$ cat src/rtl/cdb_arbiter.sv
// Common data bus transmit arbiter: one holding register per functional unit,
// round-robin selection, and a registered single-beat broadcast to the reservation stations.
module cdb_arbiter #(
    parameter int DATA_W       = 32,
    parameter int TAG_W        = 4,
    parameter int ADD_TAG_BASE = 7,
    parameter int MUL_TAG_BASE = 10
) (
    input  logic              clk,
    input  logic              rst,
    input  logic              add1_valid,
    input  logic [DATA_W-1:0] add1_result,
    output logic              add1_ready,
    input  logic              add2_valid,
    input  logic [DATA_W-1:0] add2_result,
    output logic              add2_ready,
    input  logic              add3_valid,
    input  logic [DATA_W-1:0] add3_result,
    output logic              add3_ready,
    input  logic              mult1_valid,
    input  logic [DATA_W-1:0] mult1_result,
    output logic              mult1_ready,
    input  logic              mult2_valid,
    input  logic [DATA_W-1:0] mult2_result,
    output logic              mult2_ready,
    input  logic              ls_valid,
    input  logic [DATA_W-1:0] ls_value,
    input  logic [2:0]        ls_idx,
    output logic              ls_ready,
    output logic              cdb_valid,
    output logic [TAG_W-1:0]  cdb_tag,
    output logic [DATA_W-1:0] cdb_data,
    output logic [5:0]        pending,
    output logic              err_bad_idx
);
    localparam int N_SRC  = 6;
    localparam int LS_SRC = 5;

    logic [N_SRC-1:0]  valid_vec;
    logic [N_SRC-1:0]  ready_vec;
    logic [N_SRC-1:0]  xfer_vec;
    logic [N_SRC-1:0]  load_vec;
    logic [N_SRC-1:0]  grant_vec;
    logic [N_SRC-1:0]  held_reg;
    logic [N_SRC-1:0]  held_next;
    logic [DATA_W-1:0] in_data  [N_SRC];
    logic [TAG_W-1:0]  in_tag   [N_SRC];
    logic [DATA_W-1:0] data_reg [N_SRC];
    logic [TAG_W-1:0]  tag_reg  [N_SRC];
    logic [DATA_W-1:0] sel_data [N_SRC];
    logic [TAG_W-1:0]  sel_tag  [N_SRC];
    logic [2:0]        ptr_reg;
    logic [2:0]        ptr_next;
    logic [2:0]        grant_idx;
    logic              grant_any;
    logic [DATA_W-1:0] win_data;
    logic [TAG_W-1:0]  win_tag;
    logic              ls_idx_ok;
    logic              cdb_valid_reg;
    logic [TAG_W-1:0]  cdb_tag_reg;
    logic [DATA_W-1:0] cdb_data_reg;
    logic              err_bad_idx_reg;

    assign valid_vec = {ls_valid, mult2_valid, mult1_valid, add3_valid, add2_valid, add1_valid};
    assign in_data[0] = add1_result;
    assign in_data[1] = add2_result;
    assign in_data[2] = add3_result;
    assign in_data[3] = mult1_result;
    assign in_data[4] = mult2_result;
    assign in_data[5] = ls_value;

    // Index 0 and 7 name no load/store buffer: the value is swallowed, never broadcast.
    assign ls_idx_ok = (ls_idx != 3'd0) && (ls_idx != 3'd7);

    assign ready_vec = {N_SRC{~rst}} & (~held_reg | grant_vec);
    assign xfer_vec  = valid_vec & ready_vec;

    // Round-robin: first held source at or after ptr, wrapping 5 -> 0.
    always_comb begin
        logic [3:0] cand;
        grant_any = 1'b0;
        grant_idx = 3'd0;
        cand      = 4'd0;
        for (int k = 0; k < N_SRC; k++) begin
            cand = {1'b0, ptr_reg} + 4'(k);
            if (cand >= 4'(N_SRC))
                cand = cand - 4'(N_SRC);
            if (!grant_any && held_reg[cand[2:0]]) begin
                grant_any = 1'b1;
                grant_idx = cand[2:0];
            end
        end
    end

    always_comb begin
        grant_vec = '0;
        if (grant_any)
            grant_vec[grant_idx] = 1'b1;
        ptr_next = ptr_reg;
        if (grant_any)
            ptr_next = (grant_idx == 3'(N_SRC - 1)) ? 3'd0 : grant_idx + 3'd1;
    end

    genvar gi;
    generate
        for (gi = 0; gi < N_SRC; gi++) begin : g_src
            if (gi < 3) begin : g_add
                assign in_tag[gi]   = TAG_W'(ADD_TAG_BASE + gi);
                assign load_vec[gi] = xfer_vec[gi];
            end else if (gi < LS_SRC) begin : g_mul
                assign in_tag[gi]   = TAG_W'(MUL_TAG_BASE + gi - 3);
                assign load_vec[gi] = xfer_vec[gi];
            end else begin : g_ls
                assign in_tag[gi]   = TAG_W'(ls_idx);
                assign load_vec[gi] = xfer_vec[gi] && ls_idx_ok;
            end

            // A same-edge refill wins over the clear from being granted.
            assign held_next[gi] = load_vec[gi] || (held_reg[gi] && !grant_vec[gi]);
            assign sel_data[gi]  = grant_vec[gi] ? data_reg[gi] : '0;
            assign sel_tag[gi]   = grant_vec[gi] ? tag_reg[gi] : '0;

            always_ff @(posedge clk) begin
                if (rst) begin
                    held_reg[gi] <= 1'b0;
                    data_reg[gi] <= '0;
                    tag_reg[gi]  <= '0;
                end else begin
                    held_reg[gi] <= held_next[gi];
                    if (load_vec[gi]) begin
                        data_reg[gi] <= in_data[gi];
                        tag_reg[gi]  <= in_tag[gi];
                    end
                end
            end
        end
    endgenerate

    // Grant is one-hot, so OR-reducing the masked entries selects the winner.
    always_comb begin
        win_data = '0;
        win_tag  = '0;
        for (int k = 0; k < N_SRC; k++) begin
            win_data = win_data | sel_data[k];
            win_tag  = win_tag | sel_tag[k];
        end
    end

    always_ff @(posedge clk) begin
        if (rst) begin
            ptr_reg         <= 3'd0;
            cdb_valid_reg   <= 1'b0;
            cdb_tag_reg     <= '0;
            cdb_data_reg    <= '0;
            err_bad_idx_reg <= 1'b0;
        end else begin
            ptr_reg       <= ptr_next;
            cdb_valid_reg <= grant_any;
            if (grant_any) begin
                cdb_tag_reg  <= win_tag;
                cdb_data_reg <= win_data;
            end
            if (xfer_vec[LS_SRC] && !ls_idx_ok)
                err_bad_idx_reg <= 1'b1;
        end
    end

    assign add1_ready  = ready_vec[0];
    assign add2_ready  = ready_vec[1];
    assign add3_ready  = ready_vec[2];
    assign mult1_ready = ready_vec[3];
    assign mult2_ready = ready_vec[4];
    assign ls_ready    = ready_vec[5];
    assign cdb_valid   = cdb_valid_reg;
    assign cdb_tag     = cdb_tag_reg;
    assign cdb_data    = cdb_data_reg;
    assign pending     = held_reg;
    assign err_bad_idx = err_bad_idx_reg;

endmodule
$ cat config.mk
export PLATFORM = sky130hd
export DESIGN_NAME = cdb_arbiter
export DESIGN_NICKNAME = d
export VERILOG_FILES = /design/src/rtl/cdb_arbiter.sv
export SDC_FILE = /design/constraint.sdc
export NUM_CORES = 1
export LEC_CHECK = 0
export CORE_ASPECT_RATIO = 0.6
export CORE_MARGIN = 2
export CORE_UTILIZATION = 51
export DETAILED_ROUTE_END_ITERATION = 8
export HOLD_SLACK_MARGIN = 0.02
export MAX_ROUTING_LAYER = met4
export PLACE_DENSITY_LB_ADDON = 0.12
export SYNTH_ARGS = -nofsm -noshare
export SYNTH_HDL_FRONTEND = slang
export SYNTH_SLANG_ARGS = --single-unit
$ cat constraint.sdc
create_clock -name clk -period 6.4 [get_ports clk]
set_input_delay 1.6 -clock clk [delete_from_list [all_inputs] [get_ports clk]]
set_output_delay 1.6 -clock clk [all_outputs]
set_load 0.005 [all_outputs]
=== After elaboration in Yosys (flattened, before gate mapping) ===
Memories as Yosys holds them, arrays and structs flattened.
Index checks and enable logic that the tools add are counted.
W data, S select, Z words.

* Register bits after elaboration: 47
* Bits in latches: 0
* Memory bits (writable): 216
* ROM bits: 0
* Input bits: 203
* Output and inout bits: 50
* Memories: 2

{| class="wikitable"
|+ Memory list
! memory !! depth !! width !! rd ports !! clocked after memory_dff !! write ports !! line !! source
|-
| data_reg || 6 || 32 || 6 || 0 || 6 || 48 || <nowiki>logic [DATA_W-1:0] data_reg [N_SRC];</nowiki>
|-
| tag_reg || 6 || 4 || 6 || 0 || 6 || 49 || <nowiki>logic [TAG_W-1:0] tag_reg [N_SRC];</nowiki>
|}

* Add/sub/neg operators: 12
* Multiply operators: 0
* Divide/modulo/power cells: 0
* Magnitude comparators: 14
* Equality and inequality tests: 2
* Shifts and indexed selects: 0
* Mux-type cells: 78
* Bitwise gates (word level): 27
* Reduce and logical (&&, ||, !) cells: 34

{| class="wikitable"
|+ Operators by type and width
! operator !! number
|-
| $mux W32 || 12
|-
| $or A32 B32 Y32 || 5
|-
| $mux W4 || 12
|-
| $mux W3 || 13
|-
| $mux W1 || 33
|-
| $lt A3 B4 Y1 const B || 7
|-
| $ge A4 B3 Y1 const B || 5
|-
| $or A4 B4 Y4 || 5
|-
| $bmux W1 S3 || 6
|-
| $sub A3 B3 Y3 const B || 6
|-
| $logic_and A1 B1 Y1 || 15
|-
| $and A6 B6 Y6 || 2
|-
| $logic_not A1 Y1 || 12
|-
| $or A1 B1 Y1 || 12
|-
| $add A3 B2 Y4 const B || 2
|-
| $add A3 B3 Y4 const B || 2
|-
| $logic_or A1 B1 Y1 || 6
|-
| $mux W6 || 1
|-
| $not A6 Y6 || 1
|-
| $or A6 B6 Y6 || 1
|-
| $add A3 B1 Y4 const B || 1
|-
| $add A3 B1 Y3 const B || 1
|-
| $demux W1 S3 || 1
|-
| $eq A3 B3 Y1 const B || 1
|-
| 5 further kinds || 5
|}

=== Depth between registers and ports, before layout ===
* Depth after elaboration: 33
* Depth in mapped cells: 18
* Mapped depth without buffers: 12

=== Worst setup path before layout ===
OpenSTA, ideal clock, no wires.

* Kind: flip-flop to output port
* Start: register ptr_reg[0]
* End: output port mult2_ready
* Arrival time: 3.730 ns
* Setup slack: 1.070 ns
* Cell stages (with the launch flop): 16
* Buffers on the path: 6
* Cells stage by stage: dfxtp_1 buf_2 buf_2 inv_1 ha_1 clkbuf_1 buf_1 o31ai_1 a211oi_1 o211ai_1 or3_1 a21bo_2 buf_2 buf_2 nand2b_1 a21oi_1

* Cells in the longest elaborated chain, start to end: 27
* Elaborated cells between the ends (all ways): 65

{| class="wikitable"
|+ Ends and longest elaborated chain
! what !! line !! source
|-
| start, declared || 52 || <nowiki>logic [2:0] ptr_reg;</nowiki>
|-
| start signal, assigned || 157 || <nowiki>ptr_reg <= ptr_next;</nowiki>
|-
| parallel branches: the longest is 24 deep, another holds $add A3 B1 Y4 || n/a ||
|-
| $mux W6 (*) || 97 || <nowiki>if (grant_any)</nowiki>
|-
| $or A6 B6 Y6 (*) || 75 || <nowiki>assign ready_vec = {N_SRC{~rst}} & (~held_reg | grant_vec);</nowiki>
|-
| $and A6 B6 Y6 (*) || 75 ||
|-
| end, declared || 25 || <nowiki>output logic mult2_ready,</nowiki>
|}

Every way passes the cells marked *. The select of a mux whose other input is x is not followed.

=== Worst setup path after layout ===
* Start: register ptr_reg[2]
* End: output port ls_ready

* Cells in the longest elaborated chain, start to end: 27
* Elaborated cells between the ends (all ways): 65

{| class="wikitable"
|+ Ends and longest elaborated chain
! what !! line !! source
|-
| parallel branches: the longest is 24 deep, another holds $add A3 B1 Y4 || n/a ||
|-
| $mux W6 (*) || 97 ||
|-
| $or A6 B6 Y6 (*) || 75 ||
|-
| $and A6 B6 Y6 (*) || 75 ||
|-
| end, declared || 29 || <nowiki>output logic ls_ready,</nowiki>
|}

Marks and branches as above.

==> results_dict.tcl <==
set metrics [dict create \
    status "finished, final reports clean" \
    hpwl_um 23900 \
    drtPass1Iterations 7 \
    cts_tree "yes" \
    cts_max_path_buffers 3 \
    cts_sinks 247 \
    initial_core_util 0.518 \
    grt_antenna_before_repair 1 \
    cpMaxStageDelayCell "dfxtp_1" \
    syn-instance-count 895 \
    postCtsSetupBuffers 0 \
    drive_gt1_frac 0.104 \
    die_area_um2 23500 \
    worstSetupEndpointType "output port" \
    layout_setup_ws_ps 315 \
    finClkSkew_ps 11.0 \
    async_flop_share 0 \
    min_path_type "flop to flop" \
    final_cell_mix "252 x clkdlybuf4s50_1, 199 x edfxtp_1, 137 x and2_1, 67 x and3_1, 48 x dfxtp_1" \
    final_cells 1441 \
    drtIter0Drc 1086 \
    num_vias 8526 \
    clkTransAtPathRegs_ps 60 \
    grt_pass1_wl_um 51400 \
    p_sw_mw 3.64 \
    preCtsSetupSlack_ps 937 \
    arrival_ps 4480 \
    setup_violations 0 \
    final_common_cell "clkdlybuf4s50_1" \
    cts_resized 0 \
    ys_warn_count 0 \
    critPathBufInv 1 \
    synth_cell_types 62 \
    whs_ps 482 \
    path_class "flop to output port" \
    ys_seq_area_frac 0.612 \
    syn-num-nets 1106 \
    ctsHoldBuffers 0 \
    rsz0062_at_grt "no" \
    synth_seq_cells 247 \
    route.detailed.drc 0 \
    report.final.slew_viol_count 0 \
    cts_buffers 23 \
    wirelength_um 34700 \
    slew_headroom 0.376 \
    peakVddDrop_mv 0.672 \
    swShare 0.436 \
    io_buffers 252 \
    min_period_over_period 0.951 \
    clkPwrFrac 0.160 \
    power.leakage_nw 5.85 \
    finalSetupTns_ps 0 \
    clock-root-buffer "clkbuf_16" \
    htree_levels 1 \
    comb_power_share 0.562 \
    die_x_um 197 \
    grt_max_degree 39 \
    synth-main-ff-cell "edfxtp_1" \
    grt_use_total 0.303 \
    grt_overflow 0 \
    cpPeakStageDelay_ps 700 \
    p_int_mw 4.71 \
    worstPathRequired_ps 4800 \
    fp.dieH_um 120 \
    seqPwrFrac 0.279 \
    total_power_mw 8.35 \
    routabilityCongestion 0.941 \
    syn_area_per_cell_um2 12.7 \
    clk-insertion-delay-late_ps 510 \
    startpoint_type "flop" \
    synth_edf_count 199 \
    fmax_mhz 164 \
    fin_crit_ps 6080 \
    crit_chain "ha_1 > nor2b_1 > nor4_1 > or4b_1 > or4b_1 > o211a_1 > o21bai_1 > a21boi_2 > o21ai_2 > and2_1 > clkdlybuf4s50_1" \
    cp_top_family "simple AND/OR/NAND/NOR gates" \
    numPlacedInstances 1398 \
    grt_pass1_vias 8204 \
    tightest_slew_ps 937 \
    routedWlPerCell_um 24.1 \
    crit_path_max_fanout 13 \
    hold_violations 0 \
    detail-route-antenna-nets 0 \
    num_rows 42 \
    viasPerCell 5.92 \
    rrSetupSlack_ps 1630 \
    cap_violations 0 \
    synthesis.area_um2 11300 \
    crit_top_cell "or4b_1" \
    area_delta_synth_final_pct 32.0 \
    core_area_um2 21900 \
    final_nets 1348 \
    pwr_density_cell_nw_per_um2 558 \
    io_pins 253 \
    largest_reg_flops 192 \
    fillCellCount 1615 \
]
[cells in the mapped netlist, drive strengths merged (3+ instances only)]
master / n / area, µm²
edfxtp: 199 / 5980
and2: 137 / 857
and3: 67 / 419
dfxtp: 48 / 961
clkbuf: 43 / 161
mux2i: 38 / 380
a22oi: 34 / 255
o22ai: 34 / 213
a221o: 32 / 320
o221a: 32 / 360
buf: 28 / 143
nor2: 26 / 97.6
a21oi: 24 / 124
nand2: 20 / 75.1
inv: 12 / 45.0
nor3: 10 / 50.1
a211oi: 9 / 72.6
ha: 8 / 100
o21ai: 8 / 43.8
nand3: 6 / 30.0
xnor2: 6 / 52.6
a31oi: 5 / 46.3
nand3b: 5 / 37.5
o211ai: 5 / 37.5
or3: 5 / 31.3
nand2b: 4 / 25.0
nor3b: 4 / 41.3
nor4: 4 / 40.0
or2: 4 / 25.0
and3b: 3 / 26.3
o22a: 3 / 26.3
xor2: 3 / 26.3
[stage by stage]
step	area (µm²)	util
global placement	14200	0.650
floorplan	11300	-
global route	15000	0.683
CTS	15000	0.683
detailed placement	14200	0.650
finish	15000	0.683
[worst register-to-register path, stage by stage (launching register included)]
cell      delay, ps
dfxtp_1         700
ha_1            400
nor2b_1         220
nor4_1          110
or4b_1          550
or4b_1          530
o211a_1         120
o21bai_1        300
a21bo_2         210
buf_4           410
nor4_4          140
buf_4           280
a221o_1         440
o221a_2         270
[path summary, 6_finish.rpt]
| check | from | endpoint | cells past startpoint |
|---|---|---|---|
| min | err_bad_idx | err_bad_idx | 2 |
| min reg2reg | err_bad_idx | err_bad_idx | 2 |
| max | ptr_reg[2] | ls_ready | 11 |
| max reg2reg | ptr_reg[2] | cdb_data[29] | 13 |
[power by group through the flow]
stage	Clock, mW	Combinational, mW	Sequential (mW)
floorplan	0	2.91	2.32
global placement	0	4.60	2.35
detailed placement	0	4.62	2.35
CTS	1.35	4.62	2.33
global route	1.42	4.99	2.36
finish	1.34	4.69	2.33
[kinds of logic after synthesis]
logic type / Yosys count / share of synthesized area
simple gates: 303 / 0.160
flops: 247 / 0.612
compound gates: 207 / 0.148
buf+inv: 83 / 0.0308
mux: 38 / 0.0335
xor+xnor: 9 / 0.00695
fa+ha+maj: 8 / 0.00882
[layout make-up]
cell class / instances / area (µm²) / area share
tap: 286 / 358 / 0.0239
clock buffer: 32 / 651 / 0.0435
multi-input combinational: 565 / 4090 / 0.273
clock inverter: 10 / 80.1 / 0.00535
antenna: 1 / 2.50 / 0.000167
timing repair buffer: 288 / 2810 / 0.187
sequential: 247 / 6940 / 0.463
inverter: 12 / 45.0 / 0.00301
[metal layers]
| metal | vias up | wire, µm | GRT usage | share of wire |
|---|---|---|---|---|
| li1 | 3930 | - | - | - |
| met1 | 4131 | 16300 | 0.474 | 0.47 |
| met2 | 431 | 13900 | 0.388 | 0.40 |
| met3 | 34 | 4010 | 0.0911 | 0.12 |
| met4 | 0 | 493 | 0.0521 | 0.014 |
| met5 | - | 0 | - | 0 |
Note: power is estimated with default switching activity, not from simulation.
